<file path="src/rtl/dice_pkg.sv">
// Shared definitions for the dice pool roller: FSM states, LFSR constants
// and the helpers that step the LFSR and build the rejection-sampling mask.
package dice_pkg;

    localparam int          LFSR_W        = 16;
    localparam logic [15:0] LFSR_POLY     = 16'hB400;
    localparam logic [15:0] LFSR_FALLBACK = 16'hACE1;

    typedef enum logic [1:0] {
        ST_IDLE = 2'd0,
        ST_DRAW = 2'd1,
        ST_FIN  = 2'd2
    } state_e;

    // Smallest 2^k-1 covering sides-1: every bit below the MSB of sides-1 is set.
    function automatic logic [15:0] side_mask(input logic [15:0] sides);
        logic [15:0] v;
        v = sides - 16'd1;
        v = v | (v >> 1);
        v = v | (v >> 2);
        v = v | (v >> 4);
        v = v | (v >> 8);
        return v;
    endfunction

    // One step of the right-shifting Galois LFSR.
    function automatic logic [15:0] lfsr_step(input logic [15:0] s);
        logic [15:0] v;
        v = s >> 1;
        if (s[0]) begin
            v = v ^ LFSR_POLY;
        end else begin
            v = v;
        end
        return v;
    endfunction

endpackage

</file>
<file path="src/rtl/dice_lfsr.sv">
// Free-running 16-bit Galois LFSR used as the dice entropy source.
// With DICE_POOL_SEED_LOAD_EN defined, a load strobe replaces the next state
// with a supplied seed (a zero seed falls back to the non-zero default).
module dice_lfsr
    import dice_pkg::*;
#(
    parameter logic [15:0] SEED = 16'hACE1
) (
    input  logic              clk,
    input  logic              rst,
`ifdef DICE_POOL_SEED_LOAD_EN
    input  logic              load,
    input  logic [LFSR_W-1:0] seed,
`endif
    output logic [LFSR_W-1:0] state
);

    // An all-zero LFSR would lock up, so a zero seed is swapped for the fallback.
    localparam logic [15:0] RESET_SEED = (SEED == 16'h0000) ? LFSR_FALLBACK : SEED;

    logic [LFSR_W-1:0] state_q;
    logic [LFSR_W-1:0] state_d;

    // Next state: seed load (when built in) overrides the normal advance.
    always_comb begin
`ifdef DICE_POOL_SEED_LOAD_EN
        if (load) begin
            state_d = (seed == 16'h0000) ? LFSR_FALLBACK : seed;
        end else begin
            state_d = lfsr_step(state_q);
        end
`else
        state_d = lfsr_step(state_q);
`endif
    end

    // LFSR register, advancing on every cycle outside reset.
    always_ff @(posedge clk or posedge rst) begin
        if (rst) begin
            state_q <= RESET_SEED;
        end else begin
            state_q <= state_d;
        end
    end

    assign state = state_q;

endmodule

</file>
<file path="src/rtl/dice_pool_roller.sv">
// Dice pool roller: rolls num_dice dice with a run-time side count, emits each
// face and the pool total. Faces come from rejection sampling on the low LFSR
// bits so every face is equally likely.
// Optional build macro DICE_POOL_SEED_LOAD_EN adds seed_load/seed inputs.
module dice_pool_roller
    import dice_pkg::*;
#(
    parameter int          MAX_SIDES = 20,
    parameter int          MAX_DICE  = 8,
    parameter logic [15:0] SEED      = 16'hACE1,
    localparam int         SIDE_W    = $clog2(MAX_SIDES + 1),
    localparam int         CNT_W     = $clog2(MAX_DICE + 1),
    localparam int         SUM_W     = $clog2(MAX_DICE * MAX_SIDES + 1)
) (
    input  logic              clk,
    input  logic              rst,
    input  logic              start,
    input  logic [SIDE_W-1:0] sides,
    input  logic [CNT_W-1:0]  num_dice,
`ifdef DICE_POOL_SEED_LOAD_EN
    input  logic              seed_load,
    input  logic [15:0]       seed,
`endif
    output logic              busy,
    output logic              face_valid,
    output logic [SIDE_W-1:0] face,
    output logic              done,
    output logic              error,
    output logic [SUM_W-1:0]  result
);

    state_e            state_q,  state_d;
    logic [SIDE_W-1:0] sides_q,  sides_d;
    logic [CNT_W-1:0]  rem_q,    rem_d;
    logic [SUM_W-1:0]  acc_q,    acc_d;
    logic [SUM_W-1:0]  result_q, result_d;
    logic              busy_q,   busy_d;
    logic              done_q,   done_d;
    logic              error_q,  error_d;

    logic [15:0]       lfsr_s;
    logic [15:0]       mask_full_s;
    logic [SIDE_W-1:0] cand_s;
    logic [SIDE_W-1:0] face_s;
    logic              hit_s;
    logic              illegal_s;

    dice_lfsr #(
        .SEED  (SEED)
    ) u_lfsr (
        .clk   (clk),
        .rst   (rst),
`ifdef DICE_POOL_SEED_LOAD_EN
        .load  (seed_load),
        .seed  (seed),
`endif
        .state (lfsr_s)
    );

    // Candidate draw from the current LFSR value, masked to the side range.
    always_comb begin
        mask_full_s = side_mask(16'(sides_q));
        cand_s      = SIDE_W'(lfsr_s & mask_full_s);
        face_s      = cand_s + SIDE_W'(1'b1);
        hit_s       = (state_q == ST_DRAW) && (cand_s < sides_q);
        illegal_s   = (sides < SIDE_W'(32'd2))
                   || (sides > SIDE_W'(MAX_SIDES))
                   || (num_dice == CNT_W'(1'b0))
                   || (num_dice > CNT_W'(MAX_DICE));
    end

    // Controller next state: accept, draw until the pool is complete, report.
    always_comb begin
        state_d  = state_q;
        sides_d  = sides_q;
        rem_d    = rem_q;
        acc_d    = acc_q;
        result_d = result_q;
        busy_d   = busy_q;
        error_d  = error_q;
        done_d   = 1'b0;
        case (state_q)
            ST_IDLE: begin
                if (start) begin
                    sides_d  = sides;
                    rem_d    = num_dice;
                    acc_d    = {SUM_W{1'b0}};
                    result_d = {SUM_W{1'b0}};
                    error_d  = 1'b0;
                    busy_d   = 1'b1;
                    if (illegal_s) begin
                        state_d = ST_FIN;
                        error_d = 1'b1;
                        done_d  = 1'b1;
                    end else begin
                        state_d = ST_DRAW;
                    end
                end else begin
                    state_d = ST_IDLE;
                end
            end
            ST_DRAW: begin
                if (hit_s) begin
                    acc_d = acc_q + SUM_W'(face_s);
                    rem_d = rem_q - CNT_W'(1'b1);
                    if (rem_q == CNT_W'(1'b1)) begin
                        state_d  = ST_FIN;
                        done_d   = 1'b1;
                        result_d = acc_q + SUM_W'(face_s);
                    end else begin
                        state_d = ST_DRAW;
                    end
                end else begin
                    state_d = ST_DRAW;
                end
            end
            ST_FIN: begin
                state_d = ST_IDLE;
                busy_d  = 1'b0;
            end
            default: begin
                state_d = ST_IDLE;
                busy_d  = 1'b0;
            end
        endcase
    end

    // Controller and output registers; reset discards any partial roll.
    always_ff @(posedge clk or posedge rst) begin
        if (rst) begin
            state_q  <= ST_IDLE;
            sides_q  <= {SIDE_W{1'b0}};
            rem_q    <= {CNT_W{1'b0}};
            acc_q    <= {SUM_W{1'b0}};
            result_q <= {SUM_W{1'b0}};
            busy_q   <= 1'b0;
            done_q   <= 1'b0;
            error_q  <= 1'b0;
        end else begin
            state_q  <= state_d;
            sides_q  <= sides_d;
            rem_q    <= rem_d;
            acc_q    <= acc_d;
            result_q <= result_d;
            busy_q   <= busy_d;
            done_q   <= done_d;
            error_q  <= error_d;
        end
    end

    // Faces are decoded from registered state so each one appears in its draw
    // cycle, keeping the last face and done in consecutive cycles.
    assign face_valid = hit_s;
    assign face       = hit_s ? face_s : {SIDE_W{1'b0}};
    assign busy       = busy_q;
    assign done       = done_q;
    assign error      = error_q;
    assign result     = result_q;

endmodule

</file>
<file path="config.mk">
export PLATFORM = sky130hd
export DESIGN_NAME = dice_pool_roller
export DESIGN_NICKNAME = d
export VERILOG_FILES = /design/src/rtl/dice_pkg.sv /design/src/rtl/dice_lfsr.sv /design/src/rtl/dice_pool_roller.sv
export SDC_FILE = /design/constraint.sdc
export NUM_CORES = 1
export LEC_CHECK = 0
export CORE_MARGIN = 3
export CORE_UTILIZATION = 31
export CTS_CLUSTER_SIZE = 24
export DETAILED_ROUTE_END_ITERATION = 10
export PLACE_DENSITY = 0.58
export SLEW_MARGIN = 0
export SYNTH_ARGS = -nofsm -noshare
export SYNTH_HDL_FRONTEND = slang
export SYNTH_HIERARCHICAL = 1
export SYNTH_SLANG_ARGS = --single-unit
export TNS_END_PERCENT = 50
</file>
<file path="constraint.sdc">
create_clock -name clk -period 4.3 [get_ports clk]
set_input_delay 0.86 -clock clk [delete_from_list [all_inputs] [get_ports clk]]
set_output_delay 0.86 -clock clk [all_outputs]
set_load 0.005 [all_outputs]
</file>
# Yosys cells after proc, flatten, opt, wreduce, memory -nomap -nowiden
# Index checks and enable logic that the tools add are counted.
# word_totals
ff_bits,46
output_inout_bits,17
wordCells,63
# classes
add_sub_neg,4
order_cmp,4
n_eq_ne,5
mux,23
bitwise_logic,7
reduce_logical,11
# op_table
op,count
8-bit 2-to-1 mux,4
8-bit case mux with 2 select lines,2
16-bit 2-to-1 mux,1
16-bit by 14-bit bitwise OR with 16-bit output,1
16-bit by 15-bit bitwise OR with 16-bit output,1
13-bit by 12-bit bitwise OR with 13-bit output,1
8-bit by 5-bit adder with 8-bit output,1
2-bit 2-to-1 mux,4
4-bit 2-to-1 mux,2
4-bit case mux with 2 select lines,1
"5-bit by 1-bit subtractor with 6-bit output, second input constant",1
"5-bit by 1-bit adder with 5-bit output, second input constant",1
5-bit AND,1
"5-bit greater-than comparator, second input constant",1
"5-bit by 2-bit less-than comparator with 1-bit output, second input constant",1
5-bit less-than comparator,1
1-bit 2-to-1 mux,5
5-bit 2-to-1 mux,1
5-bit bitwise OR,1
"4-bit by 1-bit == test with 1-bit output, second input constant",1
"4-bit greater-than comparator, second input constant",1
4-bit zero test,1
"2-bit != test, second input constant",2
3-bit NOT with 4-bit output,1
13 further kinds,17

# Logic depth before layout (Yosys ltp)
# logic_depth
word_depth,11
ltp_mapped,15
ltp_nobuf,15

# Modules after synthesis
# The synthesis kept the hierarchy.
# modules_own_cells
module,n_inst,cells_each,area_per_inst_um2,seq_area_each_um2
dice_pool_roller,1,205,1906.8,725.7
dice_lfsr,1,33,538.0,410.4

# Least setup slack after synthesis
# OpenSTA, ideal clock, no wires.
# synth_path
path_kind,register to output
from,reg sides_q[0]
to,out face[3]
arrival_time_ns,2.435
required_ns,3.440
path_slack_ns,1.005
path_stages_with_launch,13
n_path_buf,0
path_cell_list,dfrtp_1 > inv_1 > ha_1 > o21a_1 > and2_1 > o221a_2 > ha_1 > nand2_1 > o21ai_0 > nor2_1 > nand2_1 > inv_1 > and2_1
# synth_via
elab_chain_cells,9
word_cells_on_any_way,10
# synth_lines
item,line,text
start: declaration,dice_pool_roller.sv:33,"logic [SIDE_W-1:0] sides_q, sides_d;"
start signal: assignment,dice_pool_roller.sv:132,sides_q <= {SIDE_W{1'b0}};
start signal: assignment,dice_pool_roller.sv:141,sides_q <= sides_d;
5-bit by 1-bit subtractor with 6-bit output,dice_pkg.sv:18,v = sides - 16'd1;
16-bit by 15-bit bitwise OR with 16-bit output,dice_pkg.sv:19,v = v | (v >> 1);
16-bit by 14-bit bitwise OR with 16-bit output,dice_pkg.sv:20,v = v | (v >> 2);
13-bit by 12-bit bitwise OR with 13-bit output,dice_pkg.sv:21,v = v | (v >> 4);
5-bit bitwise OR,dice_pkg.sv:22,v = v | (v >> 8);
5-bit AND,dice_pool_roller.sv:63,cand_s = SIDE_W'(lfsr_s & mask_full_s);
5-bit less-than comparator (*),dice_pool_roller.sv:65,hit_s = (state_q == ST_DRAW) && (cand_s < sides_q);
1-bit logical AND (*),dice_pool_roller.sv:65,
net face_valid,dice_pool_roller.sv:25,"output logic face_valid,"
5-bit 2-to-1 mux (*),dice_pool_roller.sv:154,assign face = hit_s ? face_s : {SIDE_W{1'b0}};
end: declaration,dice_pool_roller.sv:26,"output logic [SIDE_W-1:0] face,"
# The timed path passes the listed nets; every way through them passes the cells marked *.

# Final worst setup path
# layout_path
from,reg sides_q[1]
to,out face[0]
# layout_via
elab_chain_cells,9
word_cells_on_any_way,10
# layout_lines
item,line
5-bit by 1-bit subtractor with 6-bit output,dice_pkg.sv:18
16-bit by 15-bit bitwise OR with 16-bit output,dice_pkg.sv:19
16-bit by 14-bit bitwise OR with 16-bit output,dice_pkg.sv:20
13-bit by 12-bit bitwise OR with 13-bit output,dice_pkg.sv:21
5-bit bitwise OR,dice_pkg.sv:22
5-bit AND,dice_pool_roller.sv:63
5-bit less-than comparator,dice_pool_roller.sv:65
1-bit logical AND,dice_pool_roller.sv:65
5-bit 2-to-1 mux (*),dice_pool_roller.sv:154
# Mark *: on every way between the ends. The rest lies on a longest branch, timed or not.

==> load_flow_metrics.sql <==
INSERT INTO impl_metrics (metric_group, metric, value, unit) VALUES
('run_status', 'run_status', 'complete, no violations', ''),
('synthesis', 'yosys_warnings', '6', ''),
('place', 'detailed_place.area', '2750', 'µm²'),
('job', 'max_cap_violations', '0', ''),
('timing', 'fin_skew', '0.00915', 'ns'),
('setup_path', 'cp-startpoint', 'sides_q[1]', ''),
('finish', 'design.final.nets', '291', ''),
('timing', 'final_hold_vio_count', '0', ''),
('finish', 'postLayoutCellArea', '2920', 'µm²'),
('finish', 'layout-drive-gt1-share', '18.1', '%'),
('routing', 'antenna_violating_nets_post_route', '0', ''),
('pwr', 'static-leakage-power', '1.31', 'nW'),
('setup_path', 'cp-end-kind', 'output port', ''),
('global_route', 'via_count_of_the_first_global_routing_pass', '1760', ''),
('routing', 'drt_first_iter_violations', '59', ''),
('clock_tree', 'cts_made_buffers', '5', ''),
('global_route', 'grt.overflow.total', '0', ''),
('setup_path', 'r2r_end', 'acc_q[7]', ''),
('global_route', 'grt_pass1_wl', '8640', 'µm'),
('place', 'gp_routability_congestion', '0.818', ''),
('floorplan', 'design.die.area', '8780', 'µm²'),
('clock_tree', 'worst_setup_hold_path_clk_slew', '0.09', 'ns'),
('finish', 'number_of_fillers_in_the_final_layout', '733', ''),
('pwr', 'power_density', '521', 'nW/µm²'),
('place', 'buffer_ports.inserted', '28', ''),
('timing', 'maxSlewHeadroom', '56.6', '%'),
('clock_tree', 'tritoncts', 'yes', ''),
('floorplan', 'core.rowCount', '31', ''),
('routing', 'route.detailed.drc', '0', ''),
('routing', 'drt-vias-per-instance', '4.74', ''),
('clock_tree', 'clk_root_buffer_cell', 'sky130_fd_sc_hd__clkbuf_8', ''),
('finish', 'multi_input_comb_area', '1140', 'µm²'),
('setup_path', 'setup.worst_path.start_class', 'flip-flop', ''),
('hold_path', 'hold_path_class', 'flip-flop to flip-flop', ''),
('clock_tree', 'ctsLongestPathBuffers', '2', ''),
('floorplan', 'core_area', '7370', 'µm²'),
('setup_path', 'crit_family', 'simple AND/OR/NAND/NOR gates', ''),
('pwr', 'max-vdd-ir-drop', '0.196', 'mV'),
('setup_path', 'worst_path_largest_cell_delay', '0.52', 'ns'),
('setup_path', 'reg2regPathDepth', '13', ''),
('floorplan', 'die_w', '93.7', 'µm'),
('setup_path', 'worstPathRequired', '3.44', 'ns'),
('timing', 'fin_crit_sh', '95.7', '%'),
('setup_path', 'crit_end', 'face[0]', ''),
('clock_tree', 'ctsHoldBuffers', '0', ''),
('routing', 'post_drt_wl_per_cell', '13.9', 'µm'),
('timing', 'tightest_slew', '0.651', 'ns'),
('global_route', 'track_usage', '12.4', '%'),
('synthesis', 'postSynthNetCount', '257', ''),
('setup_path', 'crit_path_top_delay_cell', 'sky130_fd_sc_hd__clkdlybuf4s50_1', ''),
('timing', 'highest_clock_rate', '243', 'MHz'),
('pwr', 'totalPowerFinal', '1.52', 'mW'),
('setup_path', 'r2r_slack', '0.75', 'ns'),
('setup_path', 'critical_path.most_common_cell', 'sky130_fd_sc_hd__buf_4', ''),
('setup_path', 'timing.rr.start', 'sides_q[1]', ''),
('finish', 'seqCellArea', '1140', 'µm²'),
('timing', 'fin_crit', '4.11', 'ns'),
('global_route', 'grt_start_max_net_pins', '30', ''),
('floorplan', 'dieHeight', '93.7', 'µm'),
('floorplan', 'design.portCount', '29', ''),
('global_route', 'grt_antenna_before_repair', '0', ''),
('floorplan', 'start_util', '32.4', '%'),
('place', 'place_hpwl', '3710', 'µm'),
('clock_tree', 'insertion_delay', '0.30', 'ns'),
('timing', 'drv_slew', '0', ''),
('synthesis', 'post_synth_instance_area', '2380', 'µm²'),
('timing', 'timing.final.setup_violations', '0', ''),
('setup_path', 'cp.depth', '12', ''),
('finish', 'flow.area_growth_from_synthesis', '22.4', '%'),
('setup_path', 'timing.critical_path.arrival', '3.25', 'ns'),
('routing', 'route.vias.total', '1727', ''),
('routing', 'finalWirelength', '5050', 'µm'),
('synthesis', 'syn_area_per_cell', '10.4', 'µm²'),
('finish', 'antenna-diode-count', '0', ''),
('setup_path', 'critPathKind', 'flip-flop to output port', ''),
('clock_tree', 'cts_num_sinks', '45', ''),
('setup_path', 'critical_path_peak_fanout', '4', ''),
('clock_tree', 'htreeDepth', '2', ''),
('setup_path', 'path_cells', 'buf_4 -> or4b_1 -> o32a_1 -> o311a_1 -> ha_1 -> nand2_1 -> o21ai_1 -> nor2_2 -> nand2_2 -> buf_4 -> nor2_1 -> clkdlybuf4s50_1', ''),
('setup_path', 'worstPathBufferInverterCount', '3', ''),
('synthesis', 'netlist_instances', '230', ''),
('routing', 'detail_route.first_pass.iterations', '5', '');
## per-stage QoR
step | setup WS (ns) | TNS, ns | utilization [%] | hold slack, ns | std cells
CTS | 0.0375 | 0 | 39.1 | 0.359 | 360
detailed placement | 0.196 | 0 | 37.3 | 0.339 | 350
finish | 0.185 | 0 | 39.6 | 0.348 | 364
global route | -0.00426 | -0.00426 | 39.6 | 0.358 | 364
floorplan | 1.01 | 0 | - | 0.331 | 230
global placement | 0.304 | 0 | 37.3 | 0.333 | 350
## metal layers
metal	vias up	part of all wire, %	track usage [%]
met1	828	50	17.1
li1	859	-	-
met4	0	1.6	4.69
met5	-	0	0
met3	6	3.4	2.80
met2	34	45	19.0
## final cells by class
type                       count  share of cell area (%)
clock buffer                   7                    2.96
clock inverter                 1                    1.03
inverter                      16                    2.06
multi-input combinational    160                    39.1
sequential                    45                    39.0
tap                           99                    4.25
timing repair buffer          36                    11.7
## power by group
group | internal (mW) | leakage, nW | switching, mW | total, mW
combinational | 0.285 | 0.683 | 0.330 | 0.615
sequential | 0.500 | 0.572 | 0.0731 | 0.573
clock | 0.190 | 0.0585 | 0.141 | 0.331
total | 0.974 | 1.31 | 0.545 | 1.52
## worst min-delay path by stage
stage | startpoint | endpoint | slack (ns) | cells past startpoint
after detailed placement | u_lfsr/state[8] | u_lfsr/state[7] | 0.34 | 0
after floorplan | u_lfsr/state[9] | u_lfsr/state[8] | 0.33 | 0
after global placement | u_lfsr/state[12] | u_lfsr/state[11] | 0.33 | 0
final | u_lfsr/state[12] | u_lfsr/state[11] | 0.35 | 0
after global routing | u_lfsr/state[7] | u_lfsr/state[6] | 0.36 | 0
after CTS | u_lfsr/state[12] | u_lfsr/state[11] | 0.36 | 0
## flip-flops by register name, summed over array words and instances, names as in the netlist
| register | flops |
|---|---|
| error | 1 |
| rem_q | 4 |
| state_q | 1 |
| result | 8 |
| acc_q | 8 |
| sides_q | 5 |
| busy | 1 |
| done | 1 |
| u_lfsr/state | 16 |
## worst reg2reg max path, cell delays in order, from the launching register on
cell and delay, ns:
sky130_fd_sc_hd__dfrtp_1 0.40, sky130_fd_sc_hd__buf_4 0.15, sky130_fd_sc_hd__or3_1 0.34, sky130_fd_sc_hd__a31o_2 0.27
sky130_fd_sc_hd__a21boi_0 0.41, sky130_fd_sc_hd__ha_1 0.27, sky130_fd_sc_hd__xor2_1 0.24, sky130_fd_sc_hd__ha_1 0.31
sky130_fd_sc_hd__o21ai_0 0.24, sky130_fd_sc_hd__o21bai_1 0.10, sky130_fd_sc_hd__a21oi_1 0.30, sky130_fd_sc_hd__nor2_1 0.11
sky130_fd_sc_hd__xnor2_1 0.19, sky130_fd_sc_hd__o21ai_0 0.10
## what timing repair did
| action | in CTS | in global routing |
|---|---|---|
| buffers inserted | 2 | 4 |
| pin swaps | 1 | 2 |
| setup endpoints to repair | 6 | 6 |
| resized for setup | 2 | 3 |
## placed cells by master (no fill, tap or decap), types with 8 or more instances in the layout
cell type and instances:
sky130_fd_sc_hd__mux2_2 12, sky130_fd_sc_hd__dfrtp_1 36, sky130_fd_sc_hd__nand2_1 18, sky130_fd_sc_hd__o21ai_0 20, sky130_fd_sc_hd__clkdlybuf4s50_1 28, sky130_fd_sc_hd__nand3_1 8, sky130_fd_sc_hd__nor2_1 17, sky130_fd_sc_hd__buf_4 8
sky130_fd_sc_hd__dfstp_2 8, sky130_fd_sc_hd__inv_1 16, sky130_fd_sc_hd__ha_1 13
Note: power is estimated with default switching activity, not from simulation.
